## config.mk

```make
export PLATFORM = sky130hd
export DESIGN_NAME = alu_iter
export DESIGN_NICKNAME = d
export VERILOG_FILES = /design/src/rtl/alu_iter.sv
export SDC_FILE = /design/constraint.sdc
export NUM_CORES = 1
export LEC_CHECK = 0
export BUFFER_PORTS_ARGS = -buffer_cell sky130_fd_sc_hd__buf_4
export CORE_MARGIN = 2
export CORE_UTILIZATION = 60
export DETAILED_ROUTE_END_ITERATION = 8
export PLACE_DENSITY = 0.86
export SYNTH_ARGS = -nofsm -noshare
export SYNTH_HDL_FRONTEND = slang
export SYNTH_SLANG_ARGS = --single-unit
```

## constraint.sdc

```tcl
create_clock -name clk -period 2.95 [get_ports clk]
set_input_delay 0.1475 -clock clk [delete_from_list [all_inputs] [get_ports clk]]
set_output_delay 0.1475 -clock clk [all_outputs]
set_load 0.01 [all_outputs]
```

## src/rtl/alu_iter.sv

```systemverilog
// alu_iter: handshaked ALU; simple ops take one cycle, shifts/rotates/MUL iterate one bit per cycle
module alu_iter #(
  parameter int WIDTH = 8,
  parameter int CMD_W = 5
) (
  input  logic             clk,
  input  logic             reset_n,
  input  logic             in_valid,
  output logic             in_ready,
  input  logic [CMD_W-1:0] alu_cmd,
  input  logic [WIDTH-1:0] inA,
  input  logic [WIDTH-1:0] inB,
  output logic             out_valid,
  input  logic             out_ready,
  output logic [WIDTH-1:0] rslt,
  output logic [WIDTH-1:0] rslt_hi,
  output logic             zero,
  output logic             carry,
  output logic             do_branch,
  output logic             bad_cmd
);
  localparam int KW = $clog2(WIDTH);
  localparam int CW = KW + 1;
  localparam logic [CMD_W-1:0] OP_ADD  = CMD_W'(5'b01000);
  localparam logic [CMD_W-1:0] OP_SUB  = CMD_W'(5'b01001);
  localparam logic [CMD_W-1:0] OP_AND  = CMD_W'(5'b01010);
  localparam logic [CMD_W-1:0] OP_OR   = CMD_W'(5'b01011);
  localparam logic [CMD_W-1:0] OP_SHL  = CMD_W'(5'b01100);
  localparam logic [CMD_W-1:0] OP_SHR  = CMD_W'(5'b01101);
  localparam logic [CMD_W-1:0] OP_ROTL = CMD_W'(5'b11110);
  localparam logic [CMD_W-1:0] OP_MOV  = CMD_W'(5'b00100);
  localparam logic [CMD_W-1:0] OP_SLT  = CMD_W'(5'b00101);
  localparam logic [CMD_W-1:0] OP_BEQ  = CMD_W'(5'b00011);
  localparam logic [CMD_W-1:0] OP_PAR  = CMD_W'(5'b01111);
  localparam logic [CMD_W-1:0] OP_MUL  = CMD_W'(5'b10010);
  typedef enum logic [1:0] {S_IDLE, S_ITER, S_DONE} state_t;
  state_t               r_state, w_next;
  logic [CMD_W-1:0]     r_cmd;
  logic [2*WIDTH-1:0]   r_op, r_acc, w_op_n, w_acc_n, w_fin;
  logic [WIDTH-1:0]     r_b, w_lo, w_res;
  logic [CW-1:0]        r_cnt;
  logic [WIDTH-1:0]     r_rslt, r_rslt_hi;
  logic                 r_zero, r_carry, r_branch, r_bad;
  logic [KW-1:0]        w_k;
  logic [WIDTH:0]       w_sum, w_dif;
  logic                 w_accept, w_is_sh, w_is_mul, w_iter, w_last, w_c, w_br, w_bad, w_z;
  assign in_ready  = r_state == S_IDLE;
  assign out_valid = r_state == S_DONE;
  assign rslt      = r_rslt;
  assign rslt_hi   = r_rslt_hi;
  assign zero      = r_zero;
  assign carry     = r_carry;
  assign do_branch = r_branch;
  assign bad_cmd   = r_bad;
  assign w_accept  = in_valid && r_state == S_IDLE;
  assign w_k       = inB[KW-1:0];
  assign w_is_sh   = alu_cmd == OP_SHL || alu_cmd == OP_SHR || alu_cmd == OP_ROTL;
  assign w_is_mul  = alu_cmd == OP_MUL;
  assign w_iter    = w_is_mul || (w_is_sh && w_k != '0);
  assign w_last    = r_cnt == CW'(1);
  assign w_sum     = {1'b0, inA} + {1'b0, inB};
  assign w_dif     = {1'b0, inA} - {1'b0, inB};
  // Single-cycle result; a shift by zero simply passes inA through
  always_comb begin
    w_res = '0;
    w_c   = 1'b0;
    w_br  = 1'b0;
    w_bad = 1'b0;
    case (alu_cmd)
      OP_ADD:                  {w_c, w_res} = w_sum;
      OP_SUB:                  {w_c, w_res} = w_dif;
      OP_AND:                  w_res = inA & inB;
      OP_OR:                   w_res = inA | inB;
      OP_SHL, OP_SHR, OP_ROTL: w_res = inA;
      OP_MOV:                  w_res = inB;
      OP_SLT:                  w_res = WIDTH'($signed(inA) < $signed(inB));
      OP_BEQ:                  w_br  = inA == inB;
      OP_PAR:                  w_res = WIDTH'(^inA);
      OP_MUL:                  w_res = '0;
      default:                 w_bad = 1'b1;
    endcase
    w_z = !w_bad && w_res == '0;
  end
  // One iteration step: shift/rotate the low half, or shift-add for MUL
  always_comb begin
    w_lo    = r_op[WIDTH-1:0];
    w_op_n  = r_cmd == OP_MUL ? r_op << 1 :
              r_cmd == OP_SHL ? {WIDTH'(0), w_lo << 1} :
              r_cmd == OP_SHR ? {WIDTH'(0), w_lo >> 1} :
                                {WIDTH'(0), w_lo[WIDTH-2:0], w_lo[WIDTH-1]};
    w_acc_n = r_acc + (r_b[0] ? r_op : '0);
    w_fin   = r_cmd == OP_MUL ? w_acc_n : {WIDTH'(0), w_op_n[WIDTH-1:0]};
  end
  // State register
  always_ff @(posedge clk) begin
    if (!reset_n) r_state <= S_IDLE;
    else          r_state <= w_next;
  end
  // Next state
  always_comb begin
    w_next = r_state == S_IDLE ? (in_valid ? (w_iter ? S_ITER : S_DONE) : S_IDLE) :
             r_state == S_ITER ? (w_last ? S_DONE : S_ITER) :
                                 (out_ready ? S_IDLE : S_DONE);
  end
  // Operand capture, iteration and result/flag registers (written only on entry to DONE)
  always_ff @(posedge clk) begin
    if (!reset_n) begin
      r_cmd     <= '0;
      r_op      <= '0;
      r_acc     <= '0;
      r_b       <= '0;
      r_cnt     <= '0;
      r_rslt    <= '0;
      r_rslt_hi <= '0;
      r_zero    <= 1'b0;
      r_carry   <= 1'b0;
      r_branch  <= 1'b0;
      r_bad     <= 1'b0;
    end else if (w_accept) begin
      r_cmd <= alu_cmd;
      r_op  <= {WIDTH'(0), inA};
      r_b   <= inB;
      r_acc <= '0;
      r_cnt <= w_is_mul ? CW'(WIDTH) : {1'b0, w_k};
      if (!w_iter) begin
        r_rslt    <= w_res;
        r_rslt_hi <= '0;
        r_zero    <= w_z;
        r_carry   <= w_c;
        r_branch  <= w_br;
        r_bad     <= w_bad;
      end
    end else if (r_state == S_ITER) begin
      r_op  <= w_op_n;
      r_b   <= r_b >> 1;
      r_acc <= w_acc_n;
      r_cnt <= r_cnt - CW'(1);
      if (w_last) begin
        r_rslt    <= w_fin[WIDTH-1:0];
        r_rslt_hi <= w_fin[2*WIDTH-1:WIDTH];
        r_zero    <= w_fin[WIDTH-1:0] == '0;
        r_carry   <= 1'b0;
        r_branch  <= 1'b0;
        r_bad     <= 1'b0;
      end
    end
  end
endmodule
```

==> impl_results.md <==
* HPWL Detailed at about 11 mm
* Dpl cell area at about 5500 um^2
* Synth warn at 0
* WHS Path Cells at 3
* Endpoints failing setup at 0
* CTS Buf Count at 9
* CTS tree: done
* Ys async rst share at 0%
* Initial Utilization at slightly above 60%
* Crit. End Element: register
* Mapped Area at a little over 5000 um^2
* EDFF count, synth at 0
* Syn nets at between 700 and 800
* DRT Pass-1 Iters at 5
* Die Ht at about 96 um
* Least-Margin Pin Slew at between 0.8 and 0.9 ns
* Per-cell routed wire length at ~18 um
* Design Area, Final at approximately 5700 um^2
* Final Cycle Share at between 80% and 90%
* Setup TNS at 0 ns
* Routability congestion estimate at around 0.98
* Vias per inst at between 6 and 7
* Leak Pwr at between 2 and 2.5 nW
* Synth top area cells: dfxtp_1 (28%), ha_1 (11%), a21oi_1 (6.2%), nand2_1 (5.9%), nor2_1 (4.7%)
* Placed insts at a little under 800
* # DRC at 0
* Top cell type's share of synthesized area at between 20% and 30%
* Main synth FF type: dfxtp_1
* Synth Register Bits at a little over 70
* Top-count cell post-synth: nand2_1
* Global route overflow at 0
* Vias in the first global route at about 4600
* Max Buffers Root-to-Sink at 2
* Iteration-0 DRC Markers at between 500 and 600
* Routed Antenna Nets at 0
* Rows at 33
* Kind of critical path: reg2reg
* Gr usage total at ~33%
* Mapped Cells at approximately 650
* Die area at between 9000 and 10000 um^2
* Max rail drop VDD at 0.0002097 V
* Die outline width at ~96 um
* Level count of the clock H-tree at 3
* Largest net degree at the start of global routing at 38
* Routed vias at between 5000 and 6000
* CP required at between 3 and 4 ns
* Max-slew violations at 0
* Final hold viol count at 0
* # diodes at 0
* Share of post-route cells with drive strength above 1 at between 10% and 20%
* First-pass GRT wire length at about 23 mm
* Worst-path clk slew at ~0.080 ns
* Root buf cell: clkbuf_8
* Port Buf Inserts at 46
* Post-cts resize count at 0
* Final core occ at roughly 69%
* Power density over the cells at 424.0 nW/um^2
* Core area at just over 8000 um^2
* Layout fillers at 676
* Cts hold-fix bufs at 0
* Post-synth top cells: nand2_1 (80), dfxtp_1 (71), nor2_1 (64)
* Worst Hold Class: in2reg
* RSZ-0062 raised after global routing: no
* Register Area at ~1400 um^2
* Post-Route WL at 14.58 mm
* MaxCap Viol Count at 0
* Fin nets at between 700 and 800
* Post-CTS Setup Inserts at 0
* WP data arrival at around 2.9 ns
* Yosys cell types at 70
* Synth area leader: dfxtp_1
* Skew-Pair Late Insertion Delay at between 0.3 and 0.4 ns
* Worst slew margin at between 40% and 50%
* Initial antenna violation count at 0
* Crit path time final at roughly 2.6 ns
* Startpoint Class: register
* Layout Cells excl Fill at approximately 790
* Clock skew at about 0.011 ns
* Clk sink count at 71
* Hold_ws at between 0.05 and 0.06 ns
* F_max at ~380 MHz
* P&R area growth vs syn at 12.18%
* Synthesized area per cell at about 8 um^2
* Reg2Reg Depth at 12
* Multi-input gate area at approximately 3400 um^2
* Io pins at between 40 and 50
* Worst-path fanout max at 4
* Outcome: completed
* Share of the yosys chip area belonging to registers at around 28%
-- where the power goes --
part           internal, mW  switching, mW
Sequential            0.994         0.0340
Combinational         0.198          0.310
Clock                 0.496          0.382
Total                  1.69          0.726
-- layout make-up --
| cell class | instances | share of cell area [%] |
|---|---|---|
| multi-input cells | 515 | 59.59 |
| flip-flops and latches | 71 | 24.96 |
| repair buffers | 55 | 7.251 |
| clock buffers | 10 | 2.417 |
| well taps | 105 | 2.307 |
| inverters | 31 | 2.044 |
| clock inverters | 5 | 1.428 |
-- critical path, stage by stage, from the launching register on --
cell       delay (ns)
dfxtp_1          0.38
and2_1           0.14
ha_1             0.18
inv_1            0.07
fa_1             0.40
nor2b_1          0.19
o31a_1           0.18
o31a_1           0.20
o2111ai_1        0.15
a31oi_1          0.21
xor2_1           0.20
nand2_1          0.08
a21oi_1          0.18
-- cells by family (layout without fill, tap and decap cells) --
logic type | after synthesis | after routing | synth area share (%)
DFF | 71 | 71 | 28.00
buffers and inverters | 66 | 101 | 5.201
xor gates and xnor gates | 28 | 28 | 4.831
adders and majority gates | 46 | 46 | 11.78
AOI/OAI and AO/OA | 189 | 189 | 25.17
muxes | 10 | 10 | 1.972
and+or+nand+nor | 242 | 242 | 23.05
-- flip-flops by register name, indices dropped and copies added (netlist names) --
register	cells
zero	1
r_cmd	5
r_acc	16
do_branch	1
r_cnt	4
rslt	8
r_state	2
bad_cmd	1
r_b	8
r_op	16
carry	1
rslt_hi	8
-- metal layers --
| metal | GRT usage [%] | wire length [um] |
|---|---|---|
| met1 | 46.08 | 6067 |
| met5 | 0 | 0 |
| met3 | 5.403 | 1499 |
| met4 | 10.95 | 371 |
| met2 | 50.17 | 6636 |
-- path summary, 6_finish.rpt --
path | from | to | slack (ns)
worst min register to register | r_b[4]$_SDFFE_PN0P_ | r_b[4]$_SDFFE_PN0P_ | 0.46
worst max register to register | r_op[0]$_SDFFE_PN0P_ | r_acc[14]$_SDFFE_PP0P_ | 0.31
worst max-delay path | r_op[0]$_SDFFE_PN0P_ | r_acc[14]$_SDFFE_PP0P_ | 0.31
worst min-delay path | out_ready | r_state[1]$_SDFF_PN0_ | 0.05
-- per-stage QoR --
step                worst slack [ns]  power (mW)
global route                  0.1447       2.509
finish                        0.3102       2.415
CTS                           0.3631       2.410
detailed placement            0.3895       1.542
global placement              0.4065       1.533
floorplan                     0.6263       1.372
-- cell usage in the layout (no fill, tap or decap), types with 3 or more instances in the layout --
| cell | n |
|---|---|
| a211oi_1 | 9 |
| a21o_1 | 8 |
| a21oi_1 | 63 |
| a221o_1 | 6 |
| a221oi_1 | 8 |
| a22oi_1 | 17 |
| a31oi_1 | 8 |
| a32o_1 | 6 |
| a32oi_1 | 3 |
| and2_1 | 18 |
| buf_4 | 55 |
| clkbuf_8 | 10 |
| dfxtp_1 | 71 |
| fa_1 | 3 |
| ha_1 | 43 |
| inv_1 | 29 |
| mux2i_1 | 10 |
| nand2_1 | 80 |
| nand2b_1 | 6 |
| nand3_1 | 26 |
| nor2_1 | 64 |
| nor2b_1 | 7 |
| nor3_1 | 9 |
| o21a_1 | 6 |
| o21ai_0 | 19 |
| o21ai_1 | 4 |
| o31a_1 | 3 |
| o31ai_1 | 5 |
| or2_2 | 3 |
| xnor2_1 | 22 |
| xor2_1 | 6 |
No activity file was read; power rests on OpenSTA's default activity.
